File: config.mk
export PLATFORM = sky130hd
export DESIGN_NAME = alu_sequencer
export DESIGN_NICKNAME = d
export VERILOG_FILES = /design/src/rtl/alu_sequencer.sv
export SDC_FILE = /design/constraint.sdc
export NUM_CORES = 1
export LEC_CHECK = 0
export CORE_MARGIN = 2
export CORE_UTILIZATION = 37
export DETAILED_ROUTE_END_ITERATION = 10
export DONT_BUFFER_PORTS = 1
export PLACE_DENSITY = 0.62
export SYNTH_ARGS = -nofsm -noshare
export SYNTH_HDL_FRONTEND = slang
export SYNTH_SLANG_ARGS = --single-unit
File: constraint.sdc
create_clock -name i_clk -period 2.3 [get_ports i_clk]
set_input_delay 0.23 -clock i_clk [delete_from_list [all_inputs] [get_ports i_clk]]
set_output_delay 0.23 -clock i_clk [all_outputs]
set_load 0.02 [all_outputs]
File: src/rtl/alu_sequencer.sv
// Issuing end of the 8-bit ALU interface: register file, carry flag and a four-state
// sequencer that drives one accepted instruction through READ, EXEC and WB.
module alu_sequencer #(
  parameter int unsigned NREG = 8,
  parameter int unsigned W    = 8
) (
  input  logic         i_clk,
  input  logic         i_rst_n,
  input  logic         i_instr_valid,
  output logic         o_instr_ready,
  input  logic [12:0]  i_instr,
  input  logic         i_wr_en,
  input  logic [2:0]   i_wr_addr,
  input  logic [W-1:0] i_wr_data,
  input  logic [2:0]   i_rd_addr,
  output logic [W-1:0] o_rd_data,
  output logic [W-1:0] o_alu_in1,
  output logic [W-1:0] o_alu_in2,
  output logic         o_alu_cin,
  output logic [2:0]   o_alu_func,
  input  logic [W-1:0] i_alu_result,
  input  logic         i_alu_cout,
  output logic         o_carry,
  output logic         o_done,
  output logic [2:0]   o_done_rd,
  output logic [W-1:0] o_done_data
);

  typedef enum logic [1:0] {
    StIdle,
    StRead,
    StExec,
    StWb
  } state_e;

  state_e      r_state;
  state_e      w_state_next;

  logic [12:0]  r_instr;
  logic [W-1:0] r_regs [NREG];
  logic         r_carry;
  logic [W-1:0] r_alu_in1;
  logic [W-1:0] r_alu_in2;
  logic         r_alu_cin;
  logic [2:0]   r_alu_func;
  logic [W-1:0] r_res;
  logic         r_cout;

  logic         w_accept;
  logic         w_wb;
  logic         w_use_cin;
  logic [2:0]   w_func;
  logic [2:0]   w_rd;
  logic [2:0]   w_rs1;
  logic [2:0]   w_rs2;
  logic         w_host_wr;

  assign w_use_cin = r_instr[12];
  assign w_func    = r_instr[11:9];
  assign w_rd      = r_instr[8:6];
  assign w_rs1     = r_instr[5:3];
  assign w_rs2     = r_instr[2:0];

  always_ff @(posedge i_clk or negedge i_rst_n) begin
    if (!i_rst_n) begin
      r_state <= StIdle;
    end else begin
      r_state <= w_state_next;
    end
  end

  always_comb begin
    w_state_next  = r_state;
    o_instr_ready = 1'b0;
    w_wb          = 1'b0;
    unique case (r_state)
      StIdle: begin
        o_instr_ready = 1'b1;
        if (i_instr_valid) begin
          w_state_next = StRead;
        end
      end
      StRead: w_state_next = StExec;
      StExec: w_state_next = StWb;
      StWb: begin
        w_wb         = 1'b1;
        w_state_next = StIdle;
      end
      default: w_state_next = StIdle;
    endcase
  end

  assign w_accept = i_instr_valid && o_instr_ready;

  always_ff @(posedge i_clk or negedge i_rst_n) begin
    if (!i_rst_n) begin
      r_instr <= '0;
    end else if (w_accept) begin
      r_instr <= i_instr;
    end
  end

  // Operands are sampled on the edge that leaves READ, so a host write landing on that
  // same edge is not seen, while one landing on the accept edge is.
  always_ff @(posedge i_clk or negedge i_rst_n) begin
    if (!i_rst_n) begin
      r_alu_in1  <= '0;
      r_alu_in2  <= '0;
      r_alu_cin  <= 1'b0;
      r_alu_func <= '0;
    end else if (r_state == StRead) begin
      r_alu_in1  <= r_regs[w_rs1];
      r_alu_in2  <= r_regs[w_rs2];
      r_alu_cin  <= w_use_cin ? r_carry : 1'b0;
      r_alu_func <= w_func;
    end
  end

  always_ff @(posedge i_clk or negedge i_rst_n) begin
    if (!i_rst_n) begin
      r_res  <= '0;
      r_cout <= 1'b0;
    end else if (r_state == StExec) begin
      r_res  <= i_alu_result;
      r_cout <= i_alu_cout;
    end
  end

  // Writeback owns the destination register in WB; a host write to the same address loses.
  assign w_host_wr = i_wr_en && !(w_wb && (i_wr_addr == w_rd));

  always_ff @(posedge i_clk or negedge i_rst_n) begin
    if (!i_rst_n) begin
      for (int i = 0; i < NREG; i++) begin
        r_regs[i] <= '0;
      end
    end else begin
      if (w_host_wr) begin
        r_regs[i_wr_addr] <= i_wr_data;
      end
      if (w_wb) begin
        r_regs[w_rd] <= r_res;
      end
    end
  end

  always_ff @(posedge i_clk or negedge i_rst_n) begin
    if (!i_rst_n) begin
      r_carry <= 1'b0;
    end else if (w_wb) begin
      r_carry <= r_cout;
    end
  end

  assign o_rd_data   = r_regs[i_rd_addr];
  assign o_alu_in1   = r_alu_in1;
  assign o_alu_in2   = r_alu_in2;
  assign o_alu_cin   = r_alu_cin;
  assign o_alu_func  = r_alu_func;
  assign o_carry     = r_carry;
  assign o_done      = w_wb;
  assign o_done_rd   = w_wb ? w_rd : 3'd0;
  assign o_done_data = w_wb ? r_res : '0;

endmodule
==> results.json, run 1 <==
{
  "fillers": 1650,
  "cp-end-kind": "primary output",
  "finalInstanceArea_sq_um": 6992,
  "drc": 0,
  "worst-setup-path-type": "reg2out",
  "fin_hold_ws_ns": -0.4217,
  "finalSetupViolations": 0,
  "netlist_area_sq_um": 6541,
  "area_growth_pct": 6.886,
  "io_buffers": 0,
  "rr_endpoint": "r_regs[46]",
  "track_usage": 0.1838,
  "final_cells": 789,
  "place_area_sq_um": 6681,
  "vias_per_cell": 5.729,
  "synth_nets": 628,
  "finalSetupTns_ns": 0,
  "period_share": 0.8345,
  "synth_top_cells_by_area": "dfrtp_1, mux2i_1, mux2_2",
  "finalPower_w": 0.01033,
  "min_period_ns": 1.919,
  "hold_viol": 109,
  "grt_max_degree": 110,
  "crit_required_ns": 2.07,
  "num_io_pins": 82,
  "crit_path_top_delay_cell": "mux4_1",
  "worstPathArrival_ns": 1.69,
  "crit_fanout": 4,
  "grt_overflow": 0,
  "dp.cells": 772,
  "r2r-start": "r_state[0]",
  "core.rowCount": 48,
  "htree_levels": 3,
  "grt_pass1_vias": 4483,
  "power.density_nw_per_um2": 1477,
  "path_cells": "mux4_1 -> mux2_2",
  "ant_nets": 0,
  "violations": "negative hold slack",
  "fp.coreArea_sq_um": 17300,
  "cts_buffer_depth": 2,
  "synth_cell_type_count": 33,
  "cts.sinks": 109,
  "final_common_cell": "dfrtp_1",
  "start_util": 0.3782,
  "tightest_slew_ns": 0.8343,
  "yosysWarnings": 0,
  "tritoncts": "yes",
  "drive_gt1_frac": 0.1791,
  "n_antenna_cell": 0,
  "clk_latency_ns": 0.36,
  "cap_violations": 0,
  "synth_top_cell_by_area": "dfrtp_1",
  "place_congestion": 0.8550,
  "drt_iter0_markers": 368,
  "seq_area_frac_synth": 0.4170,
  "clkSlewWorstSetupHoldPaths_ns": 0.07,
  "layout.nets": 603,
  "wl_um": 16770,
  "r2r_cells": 5,
  "rsz0062_at_grt": "no",
  "num_vias": 4520,
  "final_util": 0.4042,
  "startpoint_type": "flip-flop",
  "syn_inst": 584,
  "max_freq_ghz": 0.5210,
  "mostFrequentLayoutCells": "dfrtp_1, mux2i_1, mux2_2, nand2_1, nor2_1",
  "status": "complete, but fails checks",
  "cts_buffers": 9,
  "die-area_sq_um": 18760,
  "firstDrtPassIters": 5,
  "synth_area_per_cell_sq_um": 11.20,
  "die_y_um": 137.0,
  "finalClockSkew_ns": 0.01233,
  "antenna_found_initial": 0,
  "cts-resized-gates": 0,
  "die_x_um": 137.0,
  "cts-root-buf": "clkbuf_16",
  "rrSetupSlack_ns": 0.61,
  "vdd_ir_drop_max_mv": 0.6873,
  "netlist.area_leader.share": 0.4170,
  "ys_ff_latch": 109,
  "slowest_delay_ns": 0.54,
  "finalMaxSlewViolations": 0,
  "hp-class": "in2async",
  "dp_hpwl_um": 12320,
  "wire_per_inst_um": 21.26,
  "power.leakage_nw": 3.021,
  "slew_headroom": 0.4408,
  "grt_pass1_wl_um": 26180,
  "holdBufCountCts": 1
}
-- sequential cells by signal, summed over array words and instances (netlist names) --
name        flops
r_regs         64
r_instr        13
o_alu_in1       8
o_alu_in2       8
r_res           8
o_alu_func      3
r_state         2
o_alu_cin       1
o_carry         1
r_cout          1
-- worst max-delay path: cells and delay by family (launching register included) --
kind | cells | cell delay, ns
multiplexers | 2 | 0.92
flip-flops | 1 | 0.42
-- what timing repair did --
item	4_1_cts	5_1_grt
setup endpoints to repair	0	0
endpoints found under the hold margin	110	109
setup buffers	0	0
-- how the worst max path moves through the flow --
stage / start / to / slack [ns]
floorplan: r_state[0] / r_regs[45] / 0.64
global placement: r_state[0] / r_instr[1] / 0.70
detailed placement: r_state[0] / r_instr[11] / 0.63
CTS: r_regs[17] / o_rd_data[1] / 0.37
global route: r_state[0] / o_done_data[6] / 0.27
finish: r_regs[24] / o_rd_data[0] / 0.38
-- routing by layer --
layer	wire, um	up-vias	track usage
met4	296	0	0.05441
li1	-	2094	-
met3	1221	14	0.04481
met2	7871	140	0.2891
met5	0	-	0
met1	7383	2272	0.2514
-- power breakdown --
group | total (W) | switching, W | leakage (nW) | internal, W
Sequential | 0.00446 | 0.00156 | 1.27 | 0.00290
Combinational | 0.00429 | 0.00206 | 1.61 | 0.00223
Clock | 0.00158 | 0.000725 | 0.139 | 0.000853
-- Yosys cell counts --
cell and number:
buf_2 16, nor2_1 32, o31ai_1 13, nor2b_1 2
buf_6 3, a22o_1 12, mux4_2 4, mux2i_1 104
o21ai_0 30, buf_12 1, clkbuf_1 25, nor4bb_1 2
nand4_1 2, nor4b_1 1, ha_1 4, nand4b_1 6
inv_1 10, nand2b_1 5, a21oi_1 29, o21ai_1 4
nand2_1 50, buf_4 8, and4bb_1 2, mux2_2 58
dfrtp_1 109, and2_1 10, mux4_1 16, o32ai_1 2
buf_1 2, nor4b_2 1, nand3_1 1, and4bb_2 2
o22ai_1 18
-- final cells by class --
class                           instances  area, sq um  share of cell area
Tap cell                              225        281.5             0.04026
Sequential cell                       109         2728              0.3901
Timing Repair Buffer                   19        145.1             0.02076
Clock inverter                          6        71.32             0.01020
Clock buffer                           10        229.0             0.03275
Multi-Input combinational cell        410         3500              0.5005
Inverter                               10        37.54            0.005369
-- metrics by stage --
step / worst slack (ns) / hold WS, ns
after floorplan: 0.6384 / -0.06559
after global placement: 0.7003 / -0.06100
after detailed placement: 0.6311 / -0.06104
after CTS: 0.3730 / -0.4435
after global routing: 0.2691 / -0.4418
final: 0.3807 / -0.4217
-- cells by family after synthesis --
logic type / after synthesis / synth area share
muxes: 182 / 0.3370
DFF: 109 / 0.4170
AOI/OAI and AO/OA: 108 / 0.09908
buffers and inverters: 65 / 0.05088
and+or+nand+nor: 116 / 0.08837
adders and majority gates: 4 / 0.007651
(Power assumes the default switching activity.)
==> run 2, diff against run 1 <==
- clock period: 2.3 -> 2 ns (I/O delays scaled with it)
==> run 2 against run 1 <==
The flow still finishes with violations (negative hold slack). Worst hold slack got worse by 0.043 ns. Flip-flop and latch count did not move. Via count rose by 2.2%. Total power rose by 17%. Routed wire length rose by 0.44%. Utilization rose by 1.8 points. Clock-buffer cell count fell by 1. Non-clock buffer count rose by 27. Die area did not move. Largest power group unchanged.
==> results.json, run 2 (synthesized netlist as in run 1, its figures left out) <==
{
  "antenna_found_initial": 0,
  "gr-max-usage-layer": "met2",
  "rsz0062_at_grt": "no",
  "largest_register": "r_regs",
  "rrSetupSlack_ns": 0.30,
  "hold_viol": 109,
  "firstDrtPassIters": 5,
  "cp-end-kind": "primary output",
  "die_y_um": 137.0,
  "grt_overflow": 0,
  "grtUsageMet2": 0.2839,
  "die_x_um": 137.0,
  "vias_per_cell": 5.661,
  "clkSlewWorstSetupHoldPaths_ns": 0.08,
  "r2r-start": "r_state[0]",
  "cts_buffer_depth": 2,
  "cts.sinks": 109,
  "met1_usage": 0.2613,
  "crit_end": "o_rd_data[2]",
  "fp.coreArea_sq_um": 17300,
  "grtUsageMet3": 0.03704,
  "path_cells": "mux4_1 -> mux2_2",
  "slowest_delay_ns": 0.53,
  "status": "complete, but fails checks",
  "start_util": 0.3782,
  "finalMaxSlewViolations": 0,
  "area_growth_pct": 11.51,
  "dp_hpwl_um": 12290,
  "num_vias": 4619,
  "min_period_ns": 1.890,
  "largest_reg_flops": 64,
  "crit_fanout": 4,
  "vdd_ir_drop_max_mv": 0.6922,
  "path_buf_inv": 0,
  "worst_path_dominant_cell_family": "multiplexers",
  "final_common_cell": "dfrtp_1",
  "wire_per_inst_um": 20.64,
  "finalSetupViolations": 0,
  "track_usage": 0.1866,
  "ant_nets": 0,
  "top_regs": "r_regs x64, r_instr x13",
  "fillers": 1624,
  "slew_headroom": 0.5915,
  "max_freq_ghz": 0.5291,
  "violations": "negative hold slack",
  "finalSetupTns_ns": 0,
  "layout.nets": 630,
  "tritoncts": "yes",
  "grt_pass1_vias": 4556,
  "grt_pass1_wl_um": 26650,
  "cts_buffers": 9,
  "io_buffers": 0,
  "num_io_pins": 82,
  "cap_violations": 0,
  "cts-root-buf": "clkbuf_16",
  "core.rowCount": 48,
  "crit_path_top_delay_cell": "mux4_1",
  "crit_required_ns": 1.80,
  "drc": 0,
  "tightest_slew_ns": 0.6127,
  "cts-resized-gates": 0,
  "finalClockSkew_ns": 0.007965,
  "holdBufCountCts": 23,
  "worstPathArrival_ns": 1.69,
  "startpoint_type": "flip-flop",
  "htree_levels": 3,
  "place_congestion": 0.9122,
  "n_antenna_cell": 0,
  "hp-class": "in2async",
  "power.leakage_nw": 3.156,
  "final_util": 0.4217,
  "drive_gt1_frac": 0.1810,
  "period_share": 0.9451,
  "grt_max_degree": 110,
  "worst-setup-path-type": "reg2out",
  "clk_latency_ns": 0.36,
  "power.density_nw_per_um2": 1654,
  "cp.depth": 2,
  "die-area_sq_um": 18760,
  "crit_start": "r_regs[42]",
  "mostFrequentLayoutCells": "dfrtp_1, mux2i_1, mux2_2, nand2_1, nor2_1",
  "fin_hold_ws_ns": -0.4649,
  "rr_endpoint": "r_regs[48]",
  "r2r_cells": 3,
  "drt_iter0_markers": 371,
  "wl_um": 16850
}
run 2: cell count changes in the layout (fill, tap and decap cells not counted), sizes merged:
| cell | delta |
|---|---|
| dlygate4sd3 | +22 |
| clkbuf | -1 |
| inv | +1 |
| buf | +5 |
run 2: repair_timing:
| item | CTS | global route |
|---|---|---|
| buffers inserted | 0 | 0 |
| endpoints found under the setup margin | 0 | 0 |
| endpoints found under the hold margin | 132 | 109 |
run 2: worst register-to-register path: stages, from the launching register on:
cell and delay [ns]:
dfrtp_1 0.41, ha_1 0.42, and4bb_1 0.54, o21ai_0 0.19
run 2: final cells by class:
cell class / instances / area (sq um) / area share
flip-flops and latches: 109 / 2728 / 0.3739
well taps: 225 / 281.5 / 0.03859
clock inverters: 7 / 82.58 / 0.01132
repair buffers: 46 / 440.4 / 0.06038
clock buffers: 9 / 225.2 / 0.03087
multi-input cells: 410 / 3500 / 0.4798
inverters: 10 / 37.54 / 0.005146
run 2: routing by layer:
metal / up-vias / share of wire
met5: - / 0
met4: 0 / 0.017
met3: 15 / 0.073
met2: 148 / 0.46
met1: 2307 / 0.45
li1: 2149 / -
run 2: how the worst min path moves through the flow:
stage	cells past startpoint	endpoint	from	slack (ns)
2_1_floorplan	0	o_alu_cin	i_rst_n	-0.1
3_3_place_gp	0	r_res[5]	i_rst_n	-0.09
3_5_place_dp	0	r_regs[44]	i_rst_n	-0.09
4_1_cts	0	r_regs[29]	i_rst_n	-0.48
5_1_grt	0	r_regs[31]	i_rst_n	-0.48
6_report	0	r_regs[29]	i_rst_n	-0.46
run 2: stage by stage:
stage	worst slack [ns]	hold slack, ns	cell area, sq um	power [W]	instances
5_1_grt	0.01454	-0.4770	7295	0.01287	816
3_3_place_gp	0.4325	-0.09049	6756	0.009900	777
2_1_floorplan	0.3384	-0.09559	6541	0.008771	584
4_1_cts	0.1008	-0.4785	7295	0.01209	816
6_report	0.1099	-0.4649	7295	0.01207	816
3_5_place_dp	0.3058	-0.09057	6756	0.01016	777
run 2: power breakdown:
group	internal [W]	switching, W	total (W)
Combinational	0.00269	0.00237	0.00506
Sequential	0.00333	0.00181	0.00514
Clock	0.000990	0.000881	0.00187
